### src/rtl/ssp_master_pkg.sv
// Shared types and frame helpers for the SSP master: FSM states, field widths
// and the 16-bit frame packer.
package ssp_master_pkg;
  localparam int FRAME_LEN = 16;
  localparam int RA_W      = 3;
  localparam int DATA_W    = 12;

  typedef enum logic [2:0] {
    IDLE  = 3'd0,
    SETUP = 3'd1,
    SHIFT = 3'd2,
    HOLD  = 3'd3,
    GAP   = 3'd4
  } state_e;

  // Reads carry no payload, so the data field goes out as zeros.
  function automatic logic [FRAME_LEN-1:0] pack_frame(input logic [RA_W-1:0]   ra,
                                                      input logic              wnr,
                                                      input logic [DATA_W-1:0] wdata);
    return {ra, wnr, (wnr ? wdata : {DATA_W{1'b0}})};
  endfunction
endpackage

### src/rtl/ssp_clk_div.sv
// Half-period tick generator: while enabled, pulses tick_o every CLK_DIV cycles,
// counting from the cycle enable rises.
module ssp_clk_div #(
  parameter int CLK_DIV = 4
) (
  input  logic Clk,
  input  logic Rst,
  input  logic en_i,
  output logic tick_o
);
  localparam logic [7:0] LAST = 8'(CLK_DIV - 1);

  logic [7:0] cnt_q, cnt_d;

  assign tick_o = en_i && (cnt_q == LAST);

  always_comb begin
    cnt_d = cnt_q + 8'd1;
    if (!en_i || tick_o) cnt_d = 8'd0;
  end

  always_ff @(posedge Clk) begin
    if (Rst) cnt_q <= 8'd0;
    else     cnt_q <= cnt_d;
  end
endmodule

### src/rtl/ssp_master.sv
// SSP master: serialises one 16-bit {RA, WnR, D} frame per accepted command and
// returns the last 12 MISO samples with a one-cycle rsp_valid pulse.
module ssp_master
  import ssp_master_pkg::*;
#(
  parameter int CLK_DIV = 4
) (
  input  logic              Clk,
  input  logic              Rst,
  input  logic              cmd_valid,
  output logic              cmd_ready,
  input  logic [RA_W-1:0]   cmd_ra,
  input  logic              cmd_wnr,
  input  logic [DATA_W-1:0] cmd_wdata,
  output logic              rsp_valid,
  output logic [DATA_W-1:0] rsp_rdata,
  output logic              busy,
  output logic              SSP_SSEL,
  output logic              SSP_SCK,
  output logic              SSP_MOSI,
  input  logic              SSP_MISO,
  output state_e            dbg_state
);
  // Handshake: a command transfers on a rising edge where cmd_valid && cmd_ready;
  // cmd_ready is high only in IDLE and never while Rst is high.
  state_e                 state_q;
  logic [FRAME_LEN-2:0]   tx_q;
  logic [DATA_W-1:0]      rx_q;
  logic [DATA_W-1:0]      rdata_q;
  logic [4:0]             bit_q;
  logic                   fin_q;
  logic                   sck_q;
  logic                   mosi_q;
  logic                   ssel_q;
  logic                   rsp_valid_q;
  logic                   tick;
  logic [FRAME_LEN-1:0]   frame_w;

  assign frame_w = pack_frame(cmd_ra, cmd_wnr, cmd_wdata);

  ssp_clk_div #(.CLK_DIV(CLK_DIV)) u_clk_div (
    .Clk    (Clk),
    .Rst    (Rst),
    .en_i   (state_q != IDLE),
    .tick_o (tick)
  );

  always_ff @(posedge Clk) begin
    if (Rst) begin
      state_q     <= IDLE;
      tx_q        <= '0;
      rx_q        <= '0;
      rdata_q     <= '0;
      bit_q       <= 5'd0;
      fin_q       <= 1'b0;
      sck_q       <= 1'b0;
      mosi_q      <= 1'b0;
      ssel_q      <= 1'b0;
      rsp_valid_q <= 1'b0;
    end else begin
      rsp_valid_q <= 1'b0;
      case (state_q)
        IDLE: begin
          if (cmd_valid) begin
            state_q <= SETUP;
            mosi_q  <= frame_w[FRAME_LEN-1];
            tx_q    <= frame_w[FRAME_LEN-2:0];
            ssel_q  <= 1'b1;
            bit_q   <= 5'd0;
            fin_q   <= 1'b0;
          end
        end
        SETUP: begin
          if (tick) begin
            state_q <= SHIFT;
            sck_q   <= 1'b1;
            rx_q    <= {rx_q[DATA_W-2:0], SSP_MISO};
          end
        end
        SHIFT: begin
          if (tick) begin
            if (sck_q) begin
              sck_q <= 1'b0;
              if (bit_q == 5'd15) begin
                fin_q  <= 1'b1;
                mosi_q <= 1'b0;
              end else begin
                bit_q  <= bit_q + 5'd1;
                mosi_q <= tx_q[FRAME_LEN-2];
                tx_q   <= {tx_q[FRAME_LEN-3:0], 1'b0};
              end
            end else if (fin_q) begin
              // Low half of the 16th period has elapsed.
              state_q <= HOLD;
            end else begin
              sck_q <= 1'b1;
              rx_q  <= {rx_q[DATA_W-2:0], SSP_MISO};
            end
          end
        end
        HOLD: begin
          if (tick) begin
            state_q     <= GAP;
            ssel_q      <= 1'b0;
            rsp_valid_q <= 1'b1;
            rdata_q     <= rx_q;
          end
        end
        GAP: begin
          if (tick) state_q <= IDLE;
        end
        default: state_q <= IDLE;
      endcase
    end
  end

  assign cmd_ready = (state_q == IDLE) && !Rst;
  assign busy      = (state_q != IDLE);
  assign rsp_valid = rsp_valid_q;
  assign rsp_rdata = rdata_q;
  assign SSP_SSEL  = ssel_q;
  assign SSP_SCK   = sck_q;
  assign SSP_MOSI  = mosi_q;
  assign dbg_state = state_q;
endmodule

### config.mk
export PLATFORM = sky130hd
export DESIGN_NAME = ssp_master
export DESIGN_NICKNAME = d
export VERILOG_FILES = /design/src/rtl/ssp_master_pkg.sv /design/src/rtl/ssp_clk_div.sv /design/src/rtl/ssp_master.sv
export SDC_FILE = /design/constraint.sdc
export NUM_CORES = 1
export LEC_CHECK = 0
export BUFFER_PORTS_ARGS = -buffer_cell sky130_fd_sc_hd__clkbuf_2
export CAP_MARGIN = 20
export CORE_MARGIN = 3
export CORE_UTILIZATION = 50
export CTS_BUF_LIST = sky130_fd_sc_hd__clkbuf_8
export DETAILED_ROUTE_END_ITERATION = 12
export PLACE_DENSITY_LB_ADDON = 0.08
export SLEW_MARGIN = 20
export SYNTH_ARGS = -nofsm -noshare
export SYNTH_HDL_FRONTEND = slang
export SYNTH_SLANG_ARGS = --single-unit
### constraint.sdc
create_clock -name Clk -period 6.25 [get_ports Clk]
set_input_delay 1.25 -clock Clk [delete_from_list [all_inputs] [get_ports Clk]]
set_output_delay 1.25 -clock Clk [all_outputs]
set_load 0.01 [all_outputs]
Word level (Yosys, flattened, before mapping)
Cells that the tools add are included.

storage, ports and cells
  register bits after elaboration = 60
  logic and storage cells = 94

operators by class
  $add $sub $neg = 2
  eq/ne operators = 17
  muxes and demuxes = 43
  bitwise operators = 1
  reductions and logical operators = 20

operators by type and width
  kind                 count
  $mux 12              5
  $mux 15              4
  $pmux 15 s2          1
  $pmux 12 s2          1
  $mux 3               7
  $mux 5               4
  $mux 1               15
  $pmux 3 s5           1
  $reduce_and 5->1     3
  $ne 2x2->1 const B   7
  $pmux 5 s2           1
  $add 8x1->8 const B  1
  $eq 8x2->1 const B   1
  $ne 2x1->1 const B   4
  $pmux 1 s2           4
  $reduce_and 7->1     1
  $eq 3x2->1 const B   2
  $reduce_and 3->1     2
  $reduce_bool 2->1    3
  $add 5x1->5 const B  1
  $eq 5x4->1 const B   1
  $reduce_and 4->1     1
  $reduce_or 2->1      2
  $eq 3x1->1 const B   1
  8 further kinds      10

Logic depth before layout (Yosys ltp)
Gate-level depths: netlist of run 1.

  depth in word-level cells = 5
  gate-level depth with buffers = 9
  depth with buffers taken out = 7

By module
A second synthesis of run 1 with hierarchy kept.

unflattened totals
  cells, all modules = 321
  area total of the unflattened synthesis = 2,884.0 µm²

modules (own cells, without submodules)
  module       instances  cells each  area each (µm²)  sequential area each (µm²)
  ssp_master   1          282         2,536.2          1,041.0
  ssp_clk_div  1          39          347.8            160.2

Least setup slack after synthesis of run 1
No wires, ideal clock.

  path kind = input port to output port
  from = in Rst
  to = out cmd_ready
  arrival = 1,871 ps
  required time = 5,000 ps
  slack = 3,129 ps
  stages on the path = 3
  cell sequence = clkbuf_1 clkbuf_1 nor2_1

on the way
  word-level cells in the longest chain between the ends = 2

RTL lines
  element            line               text
  from (decl)        ssp_master.sv:9    input logic Rst,
  $logic_not 1->1    ssp_master.sv:117  assign cmd_ready = (state_q == IDLE) && !Rst;
  $logic_and 1x1->1  ssp_master.sv:117
  to (decl)          ssp_master.sv:11   output logic cmd_ready,

No other way between the ends.

Final worst setup path of run 1
Ends and elaborated chain as after synthesis.

==> impl_metrics.toml, run 1 <==
[synthesis]
synth.cell_area_um2 = 2720
synth_top_cell_by_area = "dfxtp_1"
synthFlopType = "dfxtp_1"
avgSynthCellArea_um2 = 9.52
ys_async_sr_fraction_pct = 0
synth_top_area_share_pct = 44.1
synth_common_cells = "dfxtp_1 (60), nor2_1 (37), mux2i_1 (30)"
synth-seq-area-share_pct = 44.1
synth_enable_flop_cells = 0
syn-instance-count = 286
ys_top_cells_by_area = "dfxtp_1 (44%), mux2i_1 (11%), nor2_1 (5.1%)"
synth_seq_cells = 60
synth_nets = 309
synth_cell_types = 53
yosysMostFrequentCell = "dfxtp_1"
ys_warn_count = 0

[routing]
first_iter_violations = 88
wl_um = 5460
via_count = 2147
route.detailed.drc = 0
viasPerCell = 5.46
firstDrtPassIters = 4
ant_nets = 0
wire_per_inst_um = 13.9

[clock_tree]
insertion_delay_ns = 0.33
cts_tree = "built"
ctsResizeCount = 0
cts_buffer_depth = 2
clock-root-buffer = "clkbuf_8"
postCtsSetupBuffers = 0
cts_htree_levels = 3
cts_made_buffers = 9
path_clk_slew_ns = 0.06
hold_buffers = 0
cts_sinks = 60

[outcome]
outcome = "completed"

[worst_setup_path]
setup.worst_path.start_class = "input port"
slowest_stage = "buf_4"
crit_path_end_kind = "output port"
crit_buf_inv = 3
cp_cell_sequence = "clkbuf_2 > buf_4 > nor2_1 > clkbuf_2"
required_ns = 5.00
arrival_ns = 1.97
cpPeakStageDelay_ns = 0.39
r2r_cells = 5
rr_endpoint = "bit_q[3]"
crit_path_frequent_cell = "clkbuf_2"
crit_cells = 4
crit_end = "cmd_ready"
regToRegSetupSlack_ns = 3.53
path_delay_family = "buffers and inverters"
cp_max_fo = 45
crit-reg2reg-launch = "dbg_state[1]"
crit_start = "Rst"
path_class = "input port to output port"

[final_layout]
diodes = 0
final_util_pct = 61.2
finish.instance_area_um2 = 3170
multi_input_area_um2 = 1400
nNetsFinal = 341
area_growth_syn_to_layout_pct = 16.3
n_fill_cell = 485
final_cells = 393
drive_above_1_share_pct = 20.4
regArea_um2 = 1200

[floorplanning]
pin_count = 41
die_area_um2 = 6370
coreArea_um2 = 5170
start_util_pct = 52.7
num_rows = 26
die_width_um = 79.8
die_h_um = 79.8

[placed_design]
dpl.hpwl_um = 3550
place_area_um2 = 2930
port_buffers = 40
gp_congestion = 0.736
place_ws_ns = 3.02
placed_cells = 377

[grt]
grt_first_pass_wirelength_um = 9320
grtUsageTotal_pct = 18.5
grt_pass1_vias = 1990
antenna_found_initial = 0
grt_overflow = 0
grt_max_degree = 46

[sta]
tightest_slew_ns = 1.08
hold_slack_ns = 0.455
fmax_ghz = 0.310
slew_viol_final = 0
slew-limit-headroom_pct = 27.7
fin_setup_tns_ns = 0
setup_violations = 0
finalClockSkew_ns = 0.00666
hold_viol = 0
rsz0062_at_grt = "false"
fin_crit_ns = 3.22
setup_ws_ns = 3.03
period_share_pct = 51.6

[power]
finalPower_uw = 857
ir_drop_mv = 0.157
power_density_nw_per_um2 = 271
p_leak_nw = 1.39

[run]
maxCapViolCount = 0

[worst_hold_path]
hold_class = "register to register"
## tightest hold or removal path, cell delays in order, from the launching register on
cell and delay (ns):
dfxtp_1 0.31, inv_1 0.04, a211oi_1 0.05
## power breakdown
part | internal (mW) | switching [mW] | total, mW
clock network | 0.247 | 0.154 | 0.401
logic | 0.0232 | 0.0347 | 0.0580
registers | 0.391 | 0.00661 | 0.398
total | 0.661 | 0.196 | 0.857
## cell families (layout without fill, tap and decap cells)
logic type      count (synthesis)  after routing  synth area share (%)
mux                            31             31                  11.4
buf+inv                        28             65                  4.59
flops                          60             60                  44.1
fa+ha+maj                       3              3                  1.38
compound gates                 52             52                  13.9
simple gates                  105            105                  22.3
xor+xnor                        7              7                  2.25
## flip-flops by register name, summed over array words and instances (netlist names), 3 cells and up
| signal | cells |
|---|---|
| rx_q | 12 |
| u_clk_div.cnt_q | 8 |
| rsp_rdata | 12 |
| tx_q | 15 |
| dbg_state | 3 |
| bit_q | 5 |
## cells in the final DEF, fill, tap and decap left out, drive strengths merged, types with 2 or more instances in the layout
master and count:
o311a 9, nor3b 4, bufinv 2, nand2 6, or3b 2, a21oi 12, o21ai 11, or3 4
and2 11, mux2i 30, or4 2, nand4 2, clkbuf 51, xor2 4, dfxtp 60, xnor2 3
ha 3, a211oi 3, nand3 4, buf 2, or4b 2, nor2 37, clkinvlp 2, nor3 6
and3 13, o21bai 8, inv 7
## worst min path at each step
stage                                   from                 end  slack (ns)  depth (start not counted)
after CTS                            tx_q[3]             tx_q[3]        0.46                          2
after detailed placement             tx_q[3]             tx_q[3]        0.45                          2
after global placement               tx_q[3]             tx_q[3]        0.44                          2
after floorplan           u_clk_div.cnt_q[0]  u_clk_div.cnt_q[0]        0.43                          1
after global routing      u_clk_div.cnt_q[0]  u_clk_div.cnt_q[0]        0.49                          1
final                                tx_q[3]             tx_q[3]        0.45                          2
## final cells by class
class                      instances  share of cell area (%)
timing repair buffer              42                    6.80
multi-input combinational        198                    44.3
inverter                           7                   0.830
sequential                        60                    37.9
clock buffer                      11                    4.78
clock inverter                     5                    2.65
tap                               70                    2.77
## per-layer routing
layer	up-vias	routed length [µm]	share of wire, %	global-route usage, %
li1	1092	-	-	-
met1	1006	2700	50	24.8
met2	41	2470	45	27.7
met3	8	219	4.0	4.63
met4	0	66	1.2	8.78
met5	-	0	0	0
Power figures use the tool's default switching activity.
==> run 2: changes to the inputs <==
==> constraint.sdc (replaced) <==
create_clock -name Clk -period 3.2 [get_ports Clk]
set_input_delay 0.64 -clock Clk [delete_from_list [all_inputs] [get_ports Clk]]
set_output_delay 0.64 -clock Clk [all_outputs]
set_load 0.01 [all_outputs]
==> impl_metrics.toml, run 2 (synthesis gave the netlist of run 1 again) <==
[worst_setup_path]
cpPeakStageDelay_ns = 0.55
arrival_ns = 2.56
slowest_stage = "nor4bb_1"
regToRegSetupSlack_ns = 0.86
setup.worst_path.start_class = "register"
cp_cell_sequence = "ha_1 > nor4bb_1 > and3_1 > o21ai_1 > o311a_1"
rr_endpoint = "tx_q[5]"
crit-reg2reg-launch = "u_clk_div.cnt_q[0]"
r2r_cells = 5
crit_path_end_kind = "register"
required_ns = 3.42
cp_max_fo = 12
path_class = "register to register"

[routing]
wire_per_inst_um = 14.1
firstDrtPassIters = 4
viasPerCell = 5.46
first_iter_violations = 61
ant_nets = 0
route.detailed.drc = 0
via_count = 2168
wl_um = 5590

[final_layout]
multi_input_area_um2 = 1400
n_fill_cell = 472
drive_above_1_share_pct = 21.1
largest_reg_flops = 15
final_cells = 397
regMostFlops = "tx_q"
diodes = 0
nNetsFinal = 345
regArea_um2 = 1200
area_growth_syn_to_layout_pct = 16.9
final_cell_mix = "dfxtp_1 (60), clkbuf_2 (40), nor2_1 (37)"
final_common_cell = "dfxtp_1"

[clock_tree]
path_clk_slew_ns = 0.07
cts_tree = "built"
insertion_delay_ns = 0.34
cts_made_buffers = 9
clock-root-buffer = "clkbuf_8"
cts_htree_levels = 3
postCtsSetupBuffers = 0
hold_buffers = 0
cts_buffer_depth = 2
cts_sinks = 60
ctsResizeCount = 0

[sta]
period_share_pct = 73.0
tightest_slew_ns = 0.892
rsz0062_at_grt = "false"
setup_violations = 0
hold_viol = 0
setup_ws_ns = 0.863
fin_crit_ns = 2.34
slew-limit-headroom_pct = 40.1
slew_viol_final = 0
fmax_ghz = 0.428
finalClockSkew_ns = 0.0111
fin_setup_tns_ns = 0

[floorplanning]
coreArea_um2 = 5170
die_width_um = 79.8
num_rows = 26
die_area_um2 = 6370
die_h_um = 79.8
pin_count = 41
start_util_pct = 52.7

[placed_design]
gp_congestion = 0.756
placed_cells = 381
dpl.hpwl_um = 3610
port_buffers = 40
place_ws_ns = 0.860

[run]
maxCapViolCount = 0

[grt]
grt_overflow = 0
grtUsageTotal_pct = 18.8
grt_max_degree = 32
grt_first_pass_wirelength_um = 9320
antenna_found_initial = 0
grt_pass1_vias = 1976

[outcome]
outcome = "completed"

[worst_hold_path]
hold_path_end = "tx_q[3]"
hold_class = "register to register"
worst_hold_path.num_cells = 2
min-delay-start = "tx_q[3]"

[power]
ir_drop_mv = 0.422
p_leak_nw = 1.40
power_density_nw_per_um2 = 521
-- run 2: cell types whose count changed in the layout (fill, tap and decap cells not counted) --
cell / change
clkinv_4: -1
buf_4: +4
a21oi_2: -1
a21oi_1: +1
clkinv_2: +1
clkinvlp_4: +1
clkbuf_8: -1
-- run 2: worst max-delay path by stage --
stage | from | endpoint | slack, ns | depth (start not counted)
2_1_floorplan | dbg_state[1] | rx_q[2] | 1.19 | 6
3_3_place_gp | u_clk_div.cnt_q[0] | tx_q[6] | 0.94 | 5
3_5_place_dp | u_clk_div.cnt_q[0] | tx_q[7] | 0.86 | 5
4_1_cts | u_clk_div.cnt_q[0] | tx_q[7] | 0.85 | 5
5_1_grt | u_clk_div.cnt_q[0] | tx_q[7] | 0.64 | 5
6_report | u_clk_div.cnt_q[0] | tx_q[5] | 0.86 | 5
-- run 2: power breakdown --
group	total, mW	leakage, nW	internal, mW	switching, mW
sequential	0.777	0.486	0.764	0.0135
clock	0.766	0.105	0.458	0.308
combinational	0.114	0.812	0.0467	0.0676
total	1.66	1.40	1.27	0.389
-- run 2: stage by stage --
step	utilization, %	hold WS, ns	cell area [µm²]	power [mW]
finish	61.5	0.466	3180	1.66
CTS	61.5	0.467	3180	1.67
global placement	57.2	0.443	2960	0.909
floorplan	-	0.426	2720	0.871
detailed placement	57.2	0.450	2960	0.909
global route	61.5	0.493	3180	1.72
-- run 2: layer usage --
layer	up-vias	track usage (%)	wire length, µm
li1	1099	-	-
met3	11	6.77	240
met5	-	0	0
met1	1023	24.3	2700
met4	0	6.59	83
met2	35	28.7	2570
-- run 2: final cells by class --
cell class | count | share of cell area, %
clock buffer | 10 | 4.32
multi-input combinational | 198 | 43.9
timing repair buffer | 46 | 7.70
sequential | 60 | 37.7
inverter | 7 | 0.825
tap | 70 | 2.75
clock inverter | 6 | 2.75
-- run 2: worst max-delay path: cells and delay by family, from the launching register on --
kind                       cells  cell delay, ns
DFF                            1            0.37
AOI/OAI and AO/OA              2            0.76
adders and majority gates      1            0.23
and+or+nand+nor                2            0.87
==> run 3: changes to the inputs <==
==> constraint.sdc (replaced) <==
create_clock -name Clk -period 2.02 [get_ports Clk]
set_input_delay 0.404 -clock Clk [delete_from_list [all_inputs] [get_ports Clk]]
set_output_delay 0.404 -clock Clk [all_outputs]
set_load 0.01 [all_outputs]
==> impl_metrics.toml, run 3 (synthesis gave the netlist of run 1 again) <==
[grt]
grtUsageTotal_pct = 19.9
grt_overflow = 0
grt_pass1_vias = 2107
antenna_found_initial = 0
grt_first_pass_wirelength_um = 9790
grt_max_degree = 27

[routing]
routed-wl-met2_um = 2760
ant_nets = 0
route.detailed.drc = 0
via_count = 2300
viasPerCell = 5.44
firstDrtPassIters = 4
wl_um = 6060
wl_met1_um = 2940
top_layer = "met4"
first_iter_violations = 91
wire_per_inst_um = 14.3
dr_wl_met3_um = 288

[final_layout]
area_growth_syn_to_layout_pct = 28.3
drive_above_1_share_pct = 29.7
final_util_pct = 67.6
largest_reg_flops = 15
finish.instance_area_um2 = 3490
final_cells = 423
n_fill_cell = 433
final_cell_mix = "dfxtp_1 (57), clkbuf_2 (40), nor2_1 (36)"
final_common_cell = "dfxtp_1"
nNetsFinal = 371
regMostFlops = "tx_q"
diodes = 0

[placed_design]
dpl.hpwl_um = 3950
port_buffers = 40
place_area_um2 = 3140
gp_congestion = 0.794
placed_cells = 402

[clock_tree]
cts_made_buffers = 9
insertion_delay_ns = 0.34
cts_tree = "built"
path_clk_slew_ns = 0.07
cts_sinks = 60
cts_buffer_depth = 2
clock-root-buffer = "clkbuf_8"
cts_htree_levels = 3

[worst_setup_path]
path_class = "register to register"
arrival_ns = 2.21
crit_path_end_kind = "register"
required_ns = 2.24
setup.worst_path.start_class = "register"
crit_start = "u_clk_div.cnt_q[1]"
crit-reg2reg-launch = "u_clk_div.cnt_q[1]"
cp_max_fo = 6

[run]
maxCapViolCount = 0

[sta]
finalClockSkew_ns = 0.00888
tightest_slew_ns = 0.555
fin_setup_tns_ns = 0
slew_viol_final = 0
rsz0062_at_grt = "true"
hold_slack_ns = 0.347
fmax_ghz = 0.502
setup_violations = 0
period_share_pct = 98.5
fin_crit_ns = 1.99
slew-limit-headroom_pct = 62.9
hold_viol = 0

[floorplanning]
die_width_um = 79.8
start_util_pct = 52.7
die_area_um2 = 6370
pin_count = 41
die_h_um = 79.8
num_rows = 26
coreArea_um2 = 5170

[outcome]
outcome = "completed"

[power]
power_density_nw_per_um2 = 772
ir_drop_mv = 0.579
p_leak_nw = 1.55

[worst_hold_path]
hold_class = "input port to register"
min-delay-start = "cmd_wdata[0]"
[run 3: changes by cell type in the layout (fill, tap and decap cells not counted), sizes merged]
cell      before  now
clkbuf        50   52
o21ai         11   12
buf            6   30
clkinvlp       3    2
[run 3: area by class of cell]
class / count / area (µm²) / share of cell area [%]
Timing Repair Buffer: 71 / 479 / 13.7
Multi-Input combinational cell: 199 / 1460 / 41.8
Clock buffer: 11 / 151 / 4.33
Sequential cell: 60 / 1200 / 34.5
Inverter: 7 / 26.3 / 0.752
Tap cell: 70 / 87.6 / 2.51
Clock inverter: 5 / 83.8 / 2.40
[run 3: critical path, stage by stage (launching register included)]
cell and delay (ns):
dfxtp_2 0.36, ha_4 0.14, buf_6 0.09, or3b_4 0.38, a2111oi_4 0.32, buf_4 0.19
clkbuf_16 0.15, mux2i_1 0.18, nor2_1 0.06
[run 3: path summary, 6_finish.rpt]
kind	cells past startpoint	endpoint	slack (ns)
max	8	rx_q[5]	0.03
min	3	tx_q[0]	0.35
min reg2reg	2	tx_q[3]	0.46
max reg2reg	8	rx_q[5]	0.03
[run 3: metrics by stage]
stage          total power, mW  worst slack, ns
2_1_floorplan             1.38           0.0129
3_3_place_gp              1.47         -0.00803
3_5_place_dp              1.47         -0.00290
4_1_cts                   2.71           0.0370
5_1_grt                   2.82          -0.0632
6_report                  2.70           0.0299
[run 3: timing repair]
item | 4_1_cts | 5_1_grt
setup buffers | 0 | 3
gates cloned | 0 | 2
hold buffers | 0 | 0
pin swaps | 0 | 9
endpoints found under the setup margin | 2 | 25
gates resized for setup | 2 | 13
[run 3: power by group]
part           internal [mW]  total (mW)  switching [mW]
logic                  0.107       0.235           0.128
registers               1.21        1.22          0.0125
clock network          0.763        1.24           0.478
[run 3: metal layers]
metal | track usage, % | vias to the layer above
met3 | 6.77 | 5
met4 | 7.09 | 0
met2 | 30.1 | 53
li1 | - | 1152
met5 | 0 | -
met1 | 26.4 | 1090
